===== config.mk =====
export PLATFORM = sky130hd
export DESIGN_NAME = text_vram_arbiter
export DESIGN_NICKNAME = d
export VERILOG_FILES = /design/src/rtl/text_vram_arbiter.sv
export SDC_FILE = /design/constraint.sdc
export NUM_CORES = 1
export LEC_CHECK = 0
export BUFFER_PORTS_ARGS = -buffer_cell sky130_fd_sc_hd__buf_4
export CAP_MARGIN = 25
export CORE_ASPECT_RATIO = 0.5
export CORE_MARGIN = 2
export CORE_UTILIZATION = 30
export CTS_CLUSTER_DIAMETER = 200
export DETAILED_ROUTE_END_ITERATION = 12
export PLACE_DENSITY = 0.58
export RECOVER_POWER = 25
export SLEW_MARGIN = 20
export SYNTH_ARGS = -nofsm -noshare
export SYNTH_HDL_FRONTEND = slang
export SYNTH_SLANG_ARGS = --single-unit

===== constraint.sdc =====
create_clock -name clk -period 1.6 [get_ports clk]
set_clock_uncertainty 0.05 [all_clocks]
set_input_delay 0.16 -clock clk [delete_from_list [all_inputs] [get_ports clk]]
set_output_delay 0.16 -clock clk [all_outputs]
set_load 0.02 [all_outputs]

===== src/rtl/text_vram_arbiter.sv =====
// Text tile RAM arbiter: per-character video prefetch (absolute priority),
// screen-clear sequencer and a host read/write port sharing one RAM port.
module text_vram_arbiter #(
  parameter int unsigned H_CHARS  = 80,
  parameter int unsigned V_CHARS  = 30,
  parameter int unsigned H_TOTAL  = 800,
  parameter int unsigned V_TOTAL  = 525,
  parameter int unsigned V_DISP   = 480,
  parameter int unsigned ADDR_W   = 12,
  parameter int unsigned DATA_W   = 7,
  parameter logic [DATA_W-1:0] CLR_CHAR = 7'h20
) (
  input  logic              clk,
  input  logic              reset,
  input  logic [9:0]        pixel_x,
  input  logic [9:0]        pixel_y,
  input  logic              pixel_tick,
  input  logic              host_req,
  input  logic              host_we,
  input  logic [ADDR_W-1:0] host_addr,
  input  logic [DATA_W-1:0] host_wdata,
  output logic              host_ack,
  output logic              host_rvalid,
  output logic [DATA_W-1:0] host_rdata,
  input  logic              clr_start,
  output logic              clr_busy,
  output logic [ADDR_W-1:0] ram_addr,
  output logic              ram_we,
  output logic [DATA_W-1:0] ram_din,
  input  logic [DATA_W-1:0] ram_dout,
  output logic [DATA_W-1:0] char_code
);

  localparam int unsigned LAST_CELL  = H_CHARS * V_CHARS - 1;
  localparam int unsigned LAST_CELLX = H_TOTAL / 8 - 1;

  typedef enum logic {IDLE, CLEAR} state_t;
  typedef enum logic [1:0] {TAG_NONE, TAG_VIDEO, TAG_HOST} tag_t;

  state_t              state, next_state;
  tag_t                tag1, tag2;
  logic [ADDR_W-1:0]   clr_addr;
  logic [DATA_W-1:0]   char_next;
  logic                vid_pend;

  logic [6:0]          cell_x, vid_col;
  logic [9:0]          next_line, vid_line;
  logic [ADDR_W-1:0]   vid_addr;
  logic                vid_read, char_load;
  logic                clr_we, host_go;

  assign cell_x = pixel_x[9:3];

  // Prefetch target: the cell after the current one, wrapping to the next line
  always_comb begin
    next_line = (pixel_y == 10'(V_TOTAL - 1)) ? 10'd0 : pixel_y + 10'd1;
    if (cell_x == 7'(LAST_CELLX)) begin
      vid_col  = 7'd0;
      vid_line = next_line;
    end else begin
      vid_col  = cell_x + 7'd1;
      vid_line = pixel_y;
    end
    vid_addr  = ADDR_W'(vid_line[8:4]) * ADDR_W'(H_CHARS) + ADDR_W'(vid_col);
    vid_read  = pixel_tick && (pixel_x[2:0] == 3'd5) &&
                (vid_col < 7'(H_CHARS)) && (vid_line < 10'(V_DISP));
    char_load = pixel_tick && (pixel_x[2:0] == 3'd7);
  end

  always_ff @(posedge clk or posedge reset) begin
    if (reset) state <= IDLE;
    else       state <= next_state;
  end

  // Owner selection for non-video cycles
  always_comb begin
    next_state = state;
    clr_we     = 1'b0;
    host_go    = 1'b0;
    case (state)
      IDLE: begin
        if (clr_start)                  next_state = CLEAR;
        else if (host_req && !vid_read) host_go = 1'b1;
      end
      CLEAR: begin
        if (!vid_read) begin
          clr_we = 1'b1;
          if (clr_addr == ADDR_W'(LAST_CELL)) next_state = IDLE;
        end
      end
      default: next_state = IDLE;
    endcase
  end

  always_ff @(posedge clk or posedge reset) begin
    if (reset) begin
      ram_addr    <= '0;
      ram_we      <= 1'b0;
      ram_din     <= '0;
      tag1        <= TAG_NONE;
      tag2        <= TAG_NONE;
      host_ack    <= 1'b0;
      host_rvalid <= 1'b0;
      host_rdata  <= '0;
      clr_busy    <= 1'b0;
      clr_addr    <= '0;
      char_next   <= '0;
      char_code   <= '0;
      vid_pend    <= 1'b0;
    end else begin
      ram_we   <= 1'b0;
      tag1     <= TAG_NONE;
      if (vid_read) begin
        ram_addr <= vid_addr;
        tag1     <= TAG_VIDEO;
      end else if (clr_we) begin
        ram_addr <= clr_addr;
        ram_we   <= 1'b1;
        ram_din  <= CLR_CHAR;
      end else if (host_go) begin
        ram_addr <= host_addr;
        ram_we   <= host_we;
        ram_din  <= host_wdata;
        tag1     <= host_we ? TAG_NONE : TAG_HOST;
      end
      host_ack <= host_go;
      clr_busy <= (next_state == CLEAR);

      if (state == IDLE && clr_start) clr_addr <= '0;
      else if (clr_we)                clr_addr <= clr_addr + ADDR_W'(1);

      // Read data returns two edges after issue; route it by tag
      tag2        <= tag1;
      host_rvalid <= (tag2 == TAG_HOST);
      if (tag2 == TAG_HOST)  host_rdata <= ram_dout;
      if (tag2 == TAG_VIDEO) char_next  <= ram_dout;

      if (char_load) begin
        if (vid_pend) char_code <= char_next;
        vid_pend <= 1'b0;
      end
      if (vid_read) vid_pend <= 1'b1;
    end
  end

endmodule


### Yosys cells after proc, flatten, opt, wreduce, memory -nomap -nowiden

Cells that the tools add are included.

* memories: 0
* bits in latches: 0
* word-level logic and storage cells: 70
* memory bits (read-only): 0
* input port bits: 52
* RAM bits: 0
* flip-flop bits (word level): 61
* output and inout port bits: 37

* $mul: 1
* mux-type cells: 28
* magnitude comparators: 2
* bitwise gates (word level): 2
* eq/ne operators: 7
* add/subtract/negate cells: 4
* reductions and logical operators: 13
* divide/modulo/power cells: 0
* shifts and indexed selects: 0

Operators by type and width (count)
* $mux 12: 5
* $mux 7: 3
* $mux 10: 2
* $mux 1: 13
* $add 12x1->12 const B: 1
* $add 12x7->12: 1
* $eq 12x12->1 const B: 1
* $add 10x1->10 const B: 1
* $eq 10x10->1 const B: 1
* $lt 10x9->1 const B: 1
* $mul 5x3->8 const B: 1
* $mux 2: 4
* $add 7x1->7 const B: 1
* $eq 7x7->1 const B: 1
* $lt 7x7->1 const B: 1
* $eq 3x3->1 const B: 2
* $logic_and 1x1->1: 6
* $reduce_bool 2->1: 3
* $reduce_and 2->1: 2
* $reduce_bool 3->1: 1
* $eq 2x1->1 const B: 1
* $eq 2x2->1 const B: 1
* $not 1->1: 2
* $pmux 1 s2: 1
* $logic_not 1->1: 1

### Depth between registers and ports, before layout

Gate-level depths: netlist of the first run.

* word-level depth: 13
* mapped depth: 13
* mapped depth without buffers: 13

### Least setup slack after synthesis of the first run

OpenSTA, ideal clock, no wires.

* path kind: input -> register
* start point: in pixel_x[3]
* end point: reg ram_addr[10]
* required time: 1.474 ns
* slack: -1.278 ns
* stages: 13
* arrival time: 2.752 ns
* buffers on the path: 0
* path through: ha_1 and4bb_4 nand3_1 nor2_1 and2_1 xor2_1 ha_1 ha_1 fa_1 xor2_1 o2111ai_1 xor2_1 o21ai_1

* longest elaborated chain between the ends: 11
* elaborated cells between the ends (all ways): 20
* those cells by class: 2 x add/sub; 1 x mul; 2 x order compare; 1 x eq/ne; 9 x mux; 5 x reduce/logical

RTL lines
* start, declared: RTL line 15 `input logic [9:0] pixel_x,`
* parallel branches: the longest is 11 deep, another holds $add 12x7->12
* end signal, assigned: RTL line 114 `ram_addr <= vid_addr;`
* end signal, assigned: RTL line 117 `ram_addr <= clr_addr;`
* end signal, assigned: RTL line 121 `ram_addr <= host_addr;`
* end, declared: RTL line 27 `output logic [ADDR_W-1:0] ram_addr,`

Several ways; the timed one is not identified.
A chain may end at the register's enable or synchronous reset.

### Worst setup path after layout of the first run

* start point: in pixel_x[4]
* end point: reg ram_addr[10]

The elaborated chain is that of the path after synthesis.

==> out/summary.txt, run 1 <==
Outcome: complete, but fails checks
Violations in the final reports: setup timing
Post-synth EDFFs: 0
Upper clock frequency limit: 406 MHz
Power Density: 1070 mW/mm²
Avg WL per Cell: 15.1 µm
Core ar.: 0.0110 mm²
Vias in the first global route: 3,085
DRC: 0
Final cell count without fillers: 662
Nets: 577
Die height: 79.5 µm
Slowest cell on crit path: fa_2
Crit path max-delay family: adder cells
Most common cell after layout, fill and taps aside: buf_4
DIE AREA: 0.0123 mm²
Skew-Pair Late Insertion Delay: 0.33 ns
FFs w/ async S/R, synth: 100%
Largest net degree at the start of global routing: 62
Setup ws final: -0.862 ns
Vias/cell: 4.90
FF+latch count, synth: 61
I/O pin total: 89
Synthesized instance count: 345
Synthesized Nets: 410
Deepest clock path buffer count: 2
Slew Limit Headroom: 43.1%
Synth Cell Area: 0.00342 mm²
Crit-path max cell delay: 0.41 ns
Most frequent cells in the layout: buf_4, dfrtp_1, nand2_1, mux2_2, o21ai_1
Via Count: 3,243
Startpoint class of the critical path: primary input
Worst EP arrival: 2.67 ns
CTS H-Tree Depth: 3
Crit path kind: in2reg
Pwr Total: 5.94 mW
First-pass GRT wire length: 15,700 µm
Gp weighted congestion: 0.793
Ant diodes: 0
Final WL: 10,000 µm
Total CTS buffers: 9
Peak supply drop: 0.492 mV
GRT Util Overall: 16.4%
Initial core utilization: 31.0%
RSZ-0062 raised after global routing: true
DR pass1 iterations: 4
Register area share after synthesis: 44.6%
Crit path top cell by count: ha_4
Period minus WS final: 2.46 ns
Grt ovf: 0
Reg area: 0.00153 mm²
Worst-path cell chain: buf_8, ha_4, and4bb_4, nand3_4, nor3_2, xnor2_2, inv_1, ha_4, buf_6, fa_2, xor2_2, o2111ai_2, xor2_1, o21ai_1
Post-Syn Area per Cell: 9.91 µm²
Slew @ Worst Pin: 0.854 ns
Filler cells: 1,028
Worst Hold Class: in2reg
1st-iter DRT viols: 115
CTS Sinks: 61
Max-cap viol count: 0
Clk slew on worst S/H paths: 0.06 ns
YS warnings: 0
Post-DRT Antenna Nets: 0
Die Wd: 155 µm
Dpl ws: -1.20 ns
Slew Limit Fails: 0
Final hold vios: 0
Crit. End Element: flop
CTS tree: yes
Initial antenna violation count: 0
Ratio of cells with drive above 1 in the final layout: 50.3%
WP data required: 1.81 ns
HPWL after detailed placement: 6980 µm
Multi-input gate area: 0.00209 mm²
Buf+Inv Stages, Crit Path: 3
Util after Layout: 50.3%
Final setup fails: 37
P&R area growth vs syn: 62.6%
Fin Hold WS: 0.0172 ns
Period utilisation layout: 154%
Placed insts: 626
CTS root buf: clkbuf_16
CP max FO: 3
IO Port Bufs: 88
Rows: 27
Leak pwr: 2.59 nW
Main synth FF type: dfrtp_1
Post-synth cell types: 52
==> registers in the layout, indices dropped and copies added, names as in the netlist <==
name and cells:
host_rdata 7, ram_we 1, tag1 2, char_code 7
host_rvalid 1, ram_din 7, clr_busy 1, ram_addr 12
host_ack 1, clr_addr 12, tag2 2, vid_pend 1
char_next 7
==> layout make-up <==
type                            instances  area share [%]
Multi-Input combinational cell        255            37.6
Sequential cell                        61            27.4
Timing Repair Buffer                  172            25.3
Clock buffer                            9            4.05
Tap cell                              145            3.26
Inverter                               11            1.03
Clock inverter                          7           0.877
Timing Repair inverter                  2           0.450
==> kinds of logic (layout without fill, tap and decap cells) <==
logic type	after synthesis	after routing	synth area share (%)
AND/OR/NAND/NOR	122	122	18.8
AO/OA/AOI/OAI	69	69	12.4
flip-flops	61	61	44.6
multiplexers	33	33	10.4
buffers and inverters	29	201	3.70
XOR/XNOR	18	18	4.83
adder cells (fa/ha/maj)	13	13	5.20
==> worst paths after layout <==
path,from,end,slack (ns),cells past startpoint
worst max register to register,clr_addr[0]$_DFFE_PP0P_,clr_addr[11]$_DFFE_PP0P_,-0.05,5
worst max-delay path,pixel_x[4],ram_addr[10]$_DFFE_PP0P_,-0.86,14
worst min register to register,tag1[0]$_DFF_PP0_,tag2[0]$_DFF_PP0_,0.29,0
min in group asynchronous,reset,ram_din[3]$_DFFE_PP0P_,0.62,4
max in group asynchronous,reset,clr_addr[6]$_DFFE_PP0P_,0.32,4
worst min-delay path,ram_dout[6],host_rdata[6]$_DFFE_PP0P_,0.02,2
==> cell usage after synthesis, drive strengths merged, types with 2 or more instances <==
master  instances  share of area (%)
o21ai          24                3.5
a211oi          3               0.66
mux2           21                6.9
xnor2           5                1.5
o211ai          5                1.1
nor4            4               0.73
a21o            2               0.44
dfrtp          61                 45
clkbuf         13                1.4
nand4           8                1.6
nor2            9               0.99
xor2           13                3.3
a31oi           8                1.5
inv            11                1.3
nand2          50                5.5
fa              2                1.2
nor3            6               0.88
nand4b          2               0.51
ha             11                4.0
o31ai           4               0.88
nand3          10                1.5
a21oi          14                2.0
a32oi           2               0.51
buf             5               0.99
nor2b           5               0.91
or2             3               0.62
nand2b          2               0.37
nand3b          2               0.44
mux2i          12                3.5
and3            7                1.4
and2            8                1.5
and4            2               0.51
==> metrics by stage <==
step	instance area, µm²	TNS, ns
2_1_floorplan	3520	-13.20
3_3_place_gp	4800	-26.76
3_5_place_dp	4800	-27.71
4_1_cts	5390	-14.23
5_1_grt	5560	-20.25
6_report	5560	-17.81
==> where the power goes <==
group	switching, mW	internal (mW)
Sequential	0.260	1.90
Combinational	0.968	1.01
Clock	0.748	1.05
Total	1.98	3.97
==> metal layers <==
layer / GRT usage [%] / part of all wire, % / vias up
met5: 0 / 0 / -
met4: 4.81 / 1.6 / 0
met3: 4.51 / 5.0 / 16
li1: - / - / 1576
met2: 26.5 / 48 / 60
met1: 21.7 / 46 / 1591
==> repair_timing <==
action                                  in CTS  in global routing
pin swaps                                   16                 21
endpoints found under the setup margin      37                 37
hold endpoints to repair                    62                  0
hold buffers                                 2                  0
resized for setup                           36                 35
cloned                                       3                  1
buffers inserted                            11                  3
Power figures use the tool's default switching activity.
==> run 2, diff against run 1 <==
--- a/config.mk
+++ b/config.mk
@@ -5,12 +5,13 @@
 export SDC_FILE = /design/constraint.sdc
 export NUM_CORES = 1
 export LEC_CHECK = 0
-export BUFFER_PORTS_ARGS = -buffer_cell sky130_fd_sc_hd__buf_4
+export BUFFER_PORTS_ARGS = -buffer_cell sky130_fd_sc_hd__buf_2
 export CAP_MARGIN = 25
 export CORE_ASPECT_RATIO = 0.5
 export CORE_MARGIN = 2
 export CORE_UTILIZATION = 30
 export CTS_CLUSTER_DIAMETER = 200
+export CTS_CLUSTER_SIZE = 8
 export DETAILED_ROUTE_END_ITERATION = 12
 export PLACE_DENSITY = 0.58
 export RECOVER_POWER = 25
==> out/summary.txt, run 2 (synthesized netlist as in run 1, its figures left out) <==
Post-Layout Inst Area: 0.00548 mm² (was 0.00556 mm²)
Via Count: 3,201 (was 3,243)
Most common cell after layout, fill and taps aside: buf_2 (was buf_4)
HPWL after detailed placement: 6880 µm (was 6980 µm)
Die Wd: 155 µm (unchanged)
DRC: 0 (unchanged)
CTS tree: yes (unchanged)
Worst Reg-to-Reg Cells: 3 (was 5)
Startpoint class of the critical path: primary input (unchanged)
Hold EP: char_next[6]$_DFFE_PP0N_ (was host_rdata[6]$_DFFE_PP0P_)
First-pass GRT wire length: 15,700 µm (about the same)
WP data required: 1.76 ns (was 1.81 ns)
Final WL: 10,100 µm (was 10,000 µm)
Largest regs: clr_addr x12, ram_addr x12 (unchanged)
Upper clock frequency limit: 414 MHz (was 406 MHz)
Largest net degree at the start of global routing: 62 (unchanged)
Setup ws final: -0.814 ns (was -0.862 ns)
Post-DRT Antenna Nets: 0 (unchanged)
Worst hold stages: 2 (unchanged)
DIE AREA: 0.0123 mm² (unchanged)
CTS H-Tree Depth: 3 (unchanged)
Deepest clock path buffer count: 2 (unchanged)
Slew Limit Fails: 0 (unchanged)
Placed cell area: 0.00458 mm² (was 0.00480 mm²)
I/O pin total: 89 (unchanged)
Max-cap viol count: 0 (unchanged)
Grt ovf: 0 (unchanged)
P&R area growth vs syn: 60.3% (was 62.6%)
CP max FO: 3 (unchanged)
RR Endpoint: clr_busy$_DFF_PP0_ (was clr_addr[11]$_DFFE_PP0P_)
Worst EP arrival: 2.58 ns (was 2.67 ns)
Core ar.: 0.0110 mm² (unchanged)
Rows: 27 (unchanged)
Avg WL per Cell: 15.3 µm (was 15.1 µm)
Peak supply drop: 0.484 mV (was 0.492 mV)
Final TNS setup: -15.87 ns (was -17.81 ns)
Reg2Reg Setup Slack: -0.22 ns (was -0.05 ns)
Filler cells: 1,011 (was 1,028)
Clk slew on worst S/H paths: 0.05 ns (was 0.06 ns)
Vias in the first global route: 3,068 (was 3,085)
1st-iter DRT viols: 107 (was 115)
Skew-Pair Late Insertion Delay: 0.33 ns (about the same)
Gp weighted congestion: 0.799 (was 0.793)
Most frequent cells in the layout: buf_2, buf_4, dfrtp_1, nand2_1, mux2_2 (was buf_4, dfrtp_1, nand2_1, mux2_2, o21ai_1)
Min-delay src: ram_dout[6] (unchanged)
Crit path kind: in2reg (unchanged)
Period utilisation layout: 151% (was 154%)
DR pass1 iterations: 4 (unchanged)
Violations in the final reports: setup timing (unchanged)
GRT Util Overall: 16.5% (was 16.4%)
RSZ-0062 raised after global routing: true (unchanged)
Slew Limit Headroom: 42.0% (was 43.1%)
Placed insts: 626 (unchanged)
Vias/cell: 4.84 (was 4.90)
Die height: 79.5 µm (unchanged)
Ratio of cells with drive above 1 in the final layout: 50.6% (was 50.3%)
Outcome: complete, but fails checks (unchanged)
CTS root buf: clkbuf_16 (unchanged)
CTS Sinks: 61 (unchanged)
Final hold vios: 0 (unchanged)
Leak pwr: 2.57 nW (was 2.59 nW)
IO Port Bufs: 88 (unchanged)
Fin Hold WS: 0.0195 ns (was 0.0172 ns)
Total CTS buffers: 9 (unchanged)
Initial antenna violation count: 0 (unchanged)
Slew @ Worst Pin: 0.870 ns (was 0.854 ns)
Power Density: 1090 mW/mm² (was 1070 mW/mm²)
Period minus WS final: 2.41 ns (was 2.46 ns)
Reg-to-Reg Start: clr_addr[9]$_DFFE_PP0P_ (was clr_addr[0]$_DFFE_PP0P_)
Crit. End Element: flop (unchanged)
Worst Hold Class: in2reg (unchanged)
Ant diodes: 0 (unchanged)
Nets: 576 (was 577)
Initial core utilization: 31.0% (unchanged)
Final setup fails: 37 (unchanged)
Final cell count without fillers: 661 (was 662)
-- run 2: layout make-up --
cell class / count / area (µm²) / area share (%)
Tap cell: 145 / 181 / 3.31
Timing Repair inverter: 2 / 27.5 / 0.502
Clock inverter: 7 / 72.6 / 1.32
Sequential cell: 61 / 1530 / 27.9
Multi-Input combinational cell: 255 / 2180 / 39.8
Clock buffer: 9 / 225 / 4.11
Inverter: 11 / 57.6 / 1.05
Timing Repair Buffer: 171 / 1210 / 22.1
-- run 2: worst max path at each step --
stage,endpoint,start
after detailed placement,ram_addr[10]$_DFFE_PP0P_,pixel_x[3]
after floorplan,ram_addr[10]$_DFFE_PP0P_,pixel_x[3]
after global routing,ram_addr[10]$_DFFE_PP0P_,pixel_x[4]
after CTS,ram_addr[10]$_DFFE_PP0P_,pixel_x[4]
after global placement,ram_addr[10]$_DFFE_PP0P_,pixel_x[3]
final,ram_addr[10]$_DFFE_PP0P_,pixel_x[4]
-- run 2: power by group --
part / total [mW] / internal, mW / switching [mW] / leakage [nW]
sequential: 2.15 / 1.90 / 0.248 / 0.771
combinational: 1.85 / 0.868 / 0.982 / 1.65
clock: 1.97 / 1.21 / 0.761 / 0.142
total: 5.97 / 3.98 / 1.99 / 2.57
-- run 2: repair_timing --
action                                  4_1_cts  5_1_grt
pin swaps                                    29       26
buffers inserted                              9        6
hold buffers                                  2        0
endpoints found under the setup margin       37       37
endpoints found under the hold margin        62        0
cloned                                        3        1
resized for setup                            43       40
-- run 2: per-stage QoR --
stage	setup slack (ns)	power [mW]	utilization [%]
after floorplan	-1.02	3.13	-
after global placement	-1.15	3.81	41.4
after detailed placement	-1.22	3.85	41.4
after CTS	-0.761	5.94	47.4
after global routing	-0.902	6.31	49.6
final	-0.814	5.97	49.6
-- run 2: layer usage --
metal  vias up  global-route usage [%]  routed length, µm
met2        51                    26.1               4920
met1      1565                    21.5               4740
met5         -                       0                  0
li1       1571                       -                  -
met3        14                    4.23                315
met4         0                    7.41                136
-- run 2: worst max-delay path: stages --
cell and delay [ns]:
buf_8 0.08, ha_4 0.12, and4bb_4 0.26, nand3_4 0.11, nor3_4 0.23, xnor2_2 0.14, inv_1 0.09, ha_4 0.23
buf_4 0.13, fa_2 0.61, o2111ai_2 0.15, xor2_1 0.20, o21ai_1 0.07
